$ cat config.mk
export PLATFORM = sky130hd
export DESIGN_NAME = fp_to_int_simd
export DESIGN_NICKNAME = d
export VERILOG_FILES = /design/src/rtl/fp_to_int_simd.sv
export SDC_FILE = /design/constraint.sdc
export NUM_CORES = 1
export LEC_CHECK = 0
export CORE_ASPECT_RATIO = 1.2
export CORE_MARGIN = 2
export CORE_UTILIZATION = 55
export CTS_CLUSTER_SIZE = 12
export DETAILED_ROUTE_END_ITERATION = 10
export GPL_TIMING_DRIVEN = 0
export HOLD_SLACK_MARGIN = 0.15
export PLACE_DENSITY = 0.8
export RECOVER_POWER = 50
export SETUP_SLACK_MARGIN = 0.4
export SLEW_MARGIN = 20
export SYNTH_ARGS = -nofsm -noshare
export SYNTH_HDL_FRONTEND = slang
export SYNTH_SLANG_ARGS = --single-unit
$ cat constraint.sdc
create_clock -name clk -period 7.91 [get_ports clk]
set_input_delay 0.791 -clock clk [delete_from_list [all_inputs] [get_ports clk]]
set_output_delay 0.791 -clock clk [all_outputs]
set_load 0.01 [all_outputs]
$ cat src/rtl/fp_to_int_simd.sv
// Lane-parallel fp32 -> int32/uint32 converter with a stallable valid/ready pipeline.
// One fp_to_int_core per lane; mask, tag and OR-merged flags travel with each transaction.

module fp_to_int_core #(
    parameter int unsigned EXPWIDTH  = 8,
    parameter int unsigned PRECISION = 24
) (
    input  logic [EXPWIDTH+PRECISION-1:0] a,
    input  logic [2:0]                    rm,
    input  logic [1:0]                    op,
    output logic [31:0]                   result_c,
    output logic [4:0]                    fflags_c
);
    localparam int unsigned MANT_W = PRECISION - 1;
    localparam int unsigned BIAS   = (1 << (EXPWIDTH - 1)) - 1;
    localparam int unsigned FX_W   = 64;
    // Shift that places the integer part of the significand in fx[63:32].
    localparam int unsigned SH_OFF = BIAS + MANT_W - 32;

    logic                  sign;
    logic [EXPWIDTH-1:0]   exp_f;
    logic [EXPWIDTH-1:0]   eff_exp;
    logic [EXPWIDTH-1:0]   sh;
    logic [MANT_W-1:0]     frac;
    logic [PRECISION-1:0]  mant;
    logic                  is_nan;
    logic                  too_big;
    logic [FX_W-1:0]       fx;
    logic [31:0]           int_mag;
    logic                  rnd_bit;
    logic                  sticky;
    logic                  inexact;
    logic                  inc;
    logic [32:0]           rmag;
    logic                  unused_op;

    assign unused_op = op[1];

    always_comb begin
        sign     = a[EXPWIDTH+MANT_W];
        exp_f    = a[EXPWIDTH+MANT_W-1 -: EXPWIDTH];
        frac     = a[MANT_W-1:0];
        mant     = {(exp_f != '0), frac};
        eff_exp  = (exp_f == '0) ? EXPWIDTH'(1) : exp_f;
        is_nan   = (&exp_f) && (frac != '0);
        too_big  = eff_exp >= EXPWIDTH'(BIAS + 32);
        sh       = eff_exp - EXPWIDTH'(SH_OFF);
        fx       = '0;
        int_mag  = '0;
        rnd_bit  = 1'b0;
        sticky   = 1'b0;
        inc      = 1'b0;
        result_c = '0;
        fflags_c = '0;

        // Magnitudes below 0.5 only contribute sticky; exactly [0.5,1) has the round bit set.
        if (eff_exp >= EXPWIDTH'(BIAS)) begin
            fx      = FX_W'(mant) << sh;
            int_mag = fx[FX_W-1:32];
            rnd_bit = fx[31];
            sticky  = |fx[30:0];
        end else if (eff_exp == EXPWIDTH'(BIAS - 1)) begin
            rnd_bit = 1'b1;
            sticky  = |frac;
        end else begin
            sticky  = |mant;
        end
        inexact = rnd_bit | sticky;

        case (rm)
            3'b000:  inc = rnd_bit & (sticky | int_mag[0]);
            3'b010:  inc = sign & inexact;
            3'b011:  inc = ~sign & inexact;
            3'b100:  inc = rnd_bit;
            default: inc = 1'b0;
        endcase
        rmag = {1'b0, int_mag} + 33'(inc);

        if (!op[0]) begin
            if (is_nan) begin
                result_c = 32'h7FFF_FFFF;
                fflags_c = 5'b10000;
            end else if (too_big) begin
                result_c = sign ? 32'h8000_0000 : 32'h7FFF_FFFF;
                fflags_c = 5'b10000;
            end else if (!sign && (rmag > 33'h0_7FFF_FFFF)) begin
                result_c = 32'h7FFF_FFFF;
                fflags_c = 5'b10000;
            end else if (sign && (rmag > 33'h0_8000_0000)) begin
                result_c = 32'h8000_0000;
                fflags_c = 5'b10000;
            end else begin
                result_c = sign ? (~rmag[31:0]) + 32'd1 : rmag[31:0];
                fflags_c = {4'b0000, inexact};
            end
        end else begin
            if (is_nan) begin
                result_c = 32'hFFFF_FFFF;
                fflags_c = 5'b10000;
            end else if (too_big) begin
                result_c = sign ? 32'h0000_0000 : 32'hFFFF_FFFF;
                fflags_c = 5'b10000;
            end else if (sign && (rmag != '0)) begin
                result_c = 32'h0000_0000;
                fflags_c = 5'b10000;
            end else if (rmag[32]) begin
                result_c = 32'hFFFF_FFFF;
                fflags_c = 5'b10000;
            end else begin
                result_c = rmag[31:0];
                fflags_c = {4'b0000, inexact};
            end
        end
    end
endmodule

module fp_to_int_simd #(
    parameter int unsigned NUM_LANES = 4,
    parameter int unsigned STAGES    = 2,
    parameter int unsigned TAG_WIDTH = 8
) (
    input  logic                         clk,
    input  logic                         rst_n,
    input  logic                         in_valid_i,
    output logic                         in_ready_o,
    input  logic [2:0]                   op_i,
    input  logic [2:0]                   rm_i,
    input  logic [32*NUM_LANES-1:0]      a_i,
    input  logic [NUM_LANES-1:0]         mask_i,
    input  logic [TAG_WIDTH-1:0]         tag_i,
    output logic                         out_valid_o,
    input  logic                         out_ready_i,
    output logic [32*NUM_LANES-1:0]      result_o,
    output logic [4:0]                   fflags_o,
    output logic [NUM_LANES-1:0]         mask_o,
    output logic [TAG_WIDTH-1:0]         tag_o,
    output logic [$clog2(STAGES+1)-1:0]  occupancy_o
);
    localparam int unsigned DATA_W = 32 * NUM_LANES;
    localparam int unsigned OCC_W  = $clog2(STAGES + 1);

    typedef struct packed {
        logic [2:0]           op;
        logic [2:0]           rm;
        logic [DATA_W-1:0]    a;
        logic [NUM_LANES-1:0] mask;
        logic [TAG_WIDTH-1:0] tag;
    } in_pl_t;

    typedef struct packed {
        logic [DATA_W-1:0]    result;
        logic [4:0]           fflags;
        logic [NUM_LANES-1:0] mask;
        logic [TAG_WIDTH-1:0] tag;
    } out_pl_t;

    if (STAGES < 2 || STAGES > 4) begin : g_bad_stages
        $error("fp_to_int_simd: STAGES must be in 2..4");
    end

    logic [STAGES-1:0] v;
    logic [STAGES-1:0] v_next;
    logic [STAGES-1:0] rdy;
    logic [OCC_W-1:0]  occ;
    logic [OCC_W-1:0]  occ_next;
    logic              all_full;
    in_pl_t            s0;
    out_pl_t           st [1:STAGES-1];
    out_pl_t           core_pl;
    logic [31:0]       lane_res   [NUM_LANES];
    logic [4:0]        lane_flags [NUM_LANES];

    for (genvar i = 0; i < NUM_LANES; i++) begin : g_lane
        fp_to_int_core #(
            .EXPWIDTH  (8),
            .PRECISION (24)
        ) u_core (
            .a        (s0.a[32*i +: 32]),
            .rm       (s0.rm),
            .op       (s0.op[1:0]),
            .result_c (lane_res[i]),
            .fflags_c (lane_flags[i])
        );
    end

    // Masked / unsupported lanes yield zero and contribute no flags.
    always_comb begin
        core_pl      = '0;
        core_pl.mask = s0.mask;
        core_pl.tag  = s0.tag;
        for (int i = 0; i < NUM_LANES; i++) begin
            if (s0.mask[i] && !s0.op[2]) begin
                core_pl.result[32*i +: 32] = lane_res[i];
                core_pl.fflags             = core_pl.fflags | lane_flags[i];
            end
        end
    end

    // A stage may load when it or any stage downstream has a free slot.
    always_comb begin
        rdy      = '0;
        all_full = 1'b1;
        for (int k = STAGES - 1; k >= 0; k--) begin
            all_full = all_full & v[k];
            rdy[k]   = out_ready_i | ~all_full;
        end
    end

    always_comb begin
        v_next    = v;
        occ_next  = '0;
        v_next[0] = rdy[0] ? in_valid_i : v[0];
        for (int k = 1; k < STAGES; k++) begin
            if (rdy[k]) begin
                v_next[k] = v[k-1];
            end
        end
        for (int k = 0; k < STAGES; k++) begin
            occ_next = occ_next + OCC_W'(v_next[k]);
        end
    end

    always_ff @(posedge clk or negedge rst_n) begin
        if (!rst_n) begin
            v   <= '0;
            occ <= '0;
            s0  <= '0;
            for (int k = 1; k < STAGES; k++) begin
                st[k] <= '0;
            end
        end else begin
            v   <= v_next;
            occ <= occ_next;
            if (rdy[0] && in_valid_i) begin
                s0 <= {op_i, rm_i, a_i, mask_i, tag_i};
            end
            if (rdy[1] && v[0]) begin
                st[1] <= core_pl;
            end
            for (int k = 2; k < STAGES; k++) begin
                if (rdy[k] && v[k-1]) begin
                    st[k] <= st[k-1];
                end
            end
        end
    end

    assign in_ready_o  = rdy[0];
    assign out_valid_o = v[STAGES-1];
    assign result_o    = st[STAGES-1].result;
    assign fflags_o    = st[STAGES-1].fflags;
    assign mask_o      = st[STAGES-1].mask;
    assign tag_o       = st[STAGES-1].tag;
    assign occupancy_o = occ;
endmodule

==> results.tsv, run 1 <==
stage	metric	value	unit
logic_synthesis	synthTopCellsByCount	nand2_1 (401), nor2_1 (342), o21ai_0 (306)	
logic_synthesis	synth-edff-count	0	
logic_synthesis	synth-main-ff-cell	dfrtp_1	
logic_synthesis	synth_cells	4375	
run_status	run_status	did not finish	
global_routing	grt_pass1_vias	45900	
logic_synthesis	yosysMostFrequentCell	nand2_1	
clocking	cts_sinks	291	
clocking	numCtsBuffers	36	
global_routing	grt_max_degree	94	
place	numPortBuffers	294	
floorplanning	dieWidth	231	um
logic_synthesis	synth_seq_cells	291	
logic_synthesis	synth_largest_area_cell	dfrtp_1	
logic_synthesis	netlist_area	0.0340	mm^2
clocking	root_buffer	clkbuf_16	
floorplanning	io_pins	299	
run_status	error	[ERROR GRT-0116] Global routing finished with congestion. Check the congestion regions in the DRC Viewer.	
logic_synthesis	ys_warn_count	0	
place	gp_congestion	1.16	
logic_synthesis	ys_top_cells_by_area	dfrtp_1 (21%), mux2_2 (6.5%), o21ai_0 (4.5%), nand2_1 (4.4%), a21oi_1 (4.1%)	
global_routing	grt_usage	58.1	%
floorplanning	rows	99	
logic_synthesis	post_synth.cell_area_avg	7.77	um^2
place	dp_hpwl	134000	um
global_routing	grt-ovfl-total	11	
logic_synthesis	yosysSeqAreaShare	21.4	%
clocking	h-tree-depth	2	
logic_synthesis	yosys.area.top_type_share	21.4	%
floorplanning	initial_core_util	55.8	%
run_status	stop_stage	global routing (5_1_grt)	
logic_synthesis	yosysUniqueCellTypes	113	
clocking	cts_buffer_depth	3	
global_routing	grt_pass1_wl	284000	um
logic_synthesis	synthArstFlopShare	100	%
floorplanning	die_h	276	um
-- metrics by stage --
step	setup WS [ns]	cell area, um^2	setup TNS [ns]	std cells	utilization, %
floorplan	0.408	34200	0	4377	-
global placement	-7.61	38200	-2169.09	5479	62.6
detailed placement	-2.92	38300	-267.98	5483	62.8
CTS	0.137	43400	0	5736	71.2
-- what timing repair did --
| item | 4_1_cts |
|---|---|
| setup buffers | 189 |
| gates cloned | 2 |
| hold buffers | 1 |
| hold endpoints to repair | 11 |
| pin swaps | 169 |
| setup endpoints to repair | 130 |
| resized for setup | 519 |
-- kinds of logic after synthesis --
logic type,Yosys count,synth area share (%)
flops,291,21.4
fa+ha+maj,19,0.692
compound gates,1558,32.5
xor+xnor,166,4.32
buf+inv,426,5.08
other cells,1,0.0110
simple gates,1558,23.2
mux,356,12.7
-- per-layer routing --
metal  global-route usage (%)  GRT overflow
met1                     59.3             0
met2                     82.9             3
met3                     31.1             0
met4                     57.6             8
met5                     2.13             0
==> run 2: changes to the inputs <==
- CORE_ASPECT_RATIO: 1.2 -> default
- CORE_UTILIZATION: 55 -> 40
- CTS_CLUSTER_SIZE: 12 -> default
- HOLD_SLACK_MARGIN: 0.15 -> default
- PLACE_DENSITY: 0.8 -> default
- PLACE_DENSITY_LB_ADDON: default -> 0.15
- SETUP_SLACK_MARGIN: 0.4 -> default
- clock period: 7.91 -> 10.3 ns (I/O delays scaled with it)
==> run 2 against run 1 <==
Effect of this change: the flow now finishes, with violations (capacitance limit, slew limit); area after synthesis is the same; synthesized cell count is the same.
==> results.tsv, run 2 <==
stage	metric	value	unit
run_status	run_status	finished, violations left	
run_status	violations	capacitance limit, slew limit	
sta	min_period_over_period	96.7	%
critical_path	rr_endpoint	fflags_o[4]$_DFFE_PN0P_	
cells_and_area	max_flop_register	s0	
critical_path	arrival	10.41	ns
critical_path	regToRegStartpoint	s0[36]$_DFFE_PN0P_	
critical_path	cp.required	10.75	ns
critical_path	critPathCapture	fflags_o[4]$_DFFE_PN0P_	
floorplanning	initial_core_util	40.5	%
critical_path	setup.worst_path.start	s0[36]$_DFFE_PN0P_	
drt	drc	0	
global_routing	grt_pass1_vias	38800	
place	gp_congestion	1.08	
critical_path	critPathCaptureType	flip-flop	
logic_synthesis	synth-edff-count	0	
critical_path	critPathKind	reg2reg	
critical_path	reg2reg_setup_slack	0.34	ns
clocking	cts_buffer_depth	3	
global_routing	grt_usage	40.6	%
drt	vias	41200	
cells_and_area	final_util	48.2	%
place	dp_hpwl	145000	um
critical_path	critPathMaxFanout	10	
logic_synthesis	post_synth.cell_area_avg	7.77	um^2
logic_synthesis	synthArstFlopShare	100	%
logic_synthesis	netlist_area	0.0340	mm^2
pwr	power.leakage	0.0150	uW
critical_path	startpoint_type	flip-flop	
cells_and_area	syn_to_final_growth	19.0	%
pwr	power_density	221	mW/mm^2
sta	tightestPinTransition	4.30	ns
place	numPortBuffers	294	
logic_synthesis	synth_largest_area_cell	dfrtp_1	
sta	fin_crit	9.96	ns
critical_path	reg2reg_depth	40	
drt	drt_pre_antenna_iters	6	
sta	finalSetupViolCount	0	
drt	wl_per_cell	31.0	um
critical_path	slowest_stage	mux4_2	
sta	hold_slack	0.474	ns
logic_synthesis	synth-main-ff-cell	dfrtp_1	
cells_and_area	largest_reg_flops	133	
cells_and_area	finalNetCount	4906	
floorplanning	core	0.0840	mm^2
pwr	vdd_drop_max	0.147	mV
floorplanning	io_pins	299	
drt	wirelength	183000	um
run	max_cap_viol_count	5	
hold_path	hold_class	reg2reg	
logic_synthesis	synth_cells	4375	
critical_path	cpPeakStageDelay	0.55	ns
cells_and_area	layout_common_cells	nand2_1 (400), nor2_1 (341), o21ai_0 (304)	
logic_synthesis	yosys.area.top_type_share	21.4	%
floorplanning	rows	106	
floorplanning	die_area	0.0874	mm^2
critical_path	cp_common_cell	buf_2	
global_routing	antenna_found_initial	7	
logic_synthesis	synth_seq_cells	291	
place	dpl_worst_slack	-3.00	ns
logic_synthesis	yosysUniqueCellTypes	113	
logic_synthesis	yosysSeqAreaShare	21.4	%
place	postPlaceCellArea	0.0386	mm^2
clocking	cts_sinks	291	
drt	drt_iter0_markers	5431	
clocking	root_buffer	clkbuf_16	
drt	top_layer_used	met5	
cells_and_area	drive_above_1_share	12.4	%
drt	via_per_inst	6.98	
pwr	power.total	8950	uW
drt	wl_met1	72700	um
sta	hold_violations	0	
sta	finalWorstSetupSlack	0.338	ns
clocking	cts_tree	yes	
sta	final_max_slew_viol_count	300	
floorplanning	die_h	296	um
drt	final_antenna_net_count	0	
logic_synthesis	synthTopCellsByCount	nand2_1 (401), nor2_1 (342), o21ai_0 (306)	
cells_and_area	final_area	0.0405	mm^2
logic_synthesis	ys_top_cells_by_area	dfrtp_1 (21%), mux2_2 (6.5%), o21ai_0 (4.5%), nand2_1 (4.4%), a21oi_1 (4.1%)	
clocking	numCtsBuffers	39	
sta	slew_headroom	-187	%
drt	met3_length	20500	um
logic_synthesis	ys_warn_count	0	
clocking	clk_latency	0.63	ns
global_routing	grt-ovfl-total	0	
global_routing	grt_pass1_wl	266000	um
sta	fmax	100	MHz
logic_synthesis	yosysMostFrequentCell	nand2_1	
clocking	clk_pin_slew_worst_paths	0.06	ns
cells_and_area	layout_commonest_cell	nand2_1	
clocking	h-tree-depth	2	
floorplanning	dieWidth	296	um
drt	route.met2.wl	78700	um
sta	clock_skew	0.0489	ns
global_routing	grt_max_degree	74	
-- run 2: cell counts after synthesis --
No cell type changed its count.
-- run 2: how the worst min path moves through the flow --
stage                               from                        end  depth (start not counted)
5_1_grt           core_pl[2]$_DFFE_PN0P_       tag_o[2]$_DFFE_PN0P_                          1
3_3_place_gp   result_o[100]$_DFFE_PN0P_  result_o[100]$_DFFE_PN0P_                          2
6_report       result_o[100]$_DFFE_PN0P_  result_o[100]$_DFFE_PN0P_                          2
3_5_place_dp   result_o[100]$_DFFE_PN0P_  result_o[100]$_DFFE_PN0P_                          2
2_1_floorplan     core_pl[0]$_DFFE_PN0P_       tag_o[0]$_DFFE_PN0P_                          1
4_1_cts                            rst_n        s0[133]$_DFFE_PN0P_                          1
-- run 2: worst max-delay path, delay by kind of cell, from the launching register on --
kind,cells,cell delay (ns)
buffers and inverters,14,3.08
AOI/OAI and AO/OA,9,2.40
and+or+nand+nor,11,1.88
adders and majority gates,3,0.90
xor gates and xnor gates,2,0.66
muxes,1,0.55
DFF,1,0.32
-- run 2: stage by stage --
stage,instances,setup TNS [ns]
global route,5903,-0.000854
finish,5904,0
CTS,5888,0
floorplan,4377,0
detailed placement,5812,-150.18
global placement,5805,-1744.59
-- run 2: where the power goes --
group / internal, uW / switching (uW) / leakage, uW
Clock: 891 / 624 / 0.000674
Sequential: 1330 / 268 / 0.00365
Combinational: 1990 / 3850 / 0.0107
-- run 2: kinds of logic after synthesis --
logic type | synth area share (%)
other cells | 0.0110
compound gates | 32.5
flops | 21.4
mux | 12.7
xor+xnor | 4.32
simple gates | 23.2
fa+ha+maj | 0.692
buf+inv | 5.08
-- run 2: layer usage --
metal	up-vias	global-route usage, %
li1	17800	-
met1	20000	52.6
met2	2831	62.3
met3	576	10.7
met4	2	20.0
met5	-	0
-- run 2: repair_timing --
item,CTS,global route
resized for setup,51,58
pin swaps,5,8
buffers inserted,8,14
hold buffers,0,0
endpoints found under the setup margin,118,128
-- run 2: layout make-up --
cell class	instances	area, um^2
fillers	8519	43500
multi-input cells	3660	25500
flip-flops and latches	291	7280
repair buffers	324	3140
plain buffers	343	1470
well taps	1134	1420
clock buffers	51	1110
inverters	79	297
clock inverters	19	270
diodes	3	7.51
No activity file was read; power rests on OpenSTA's default activity.
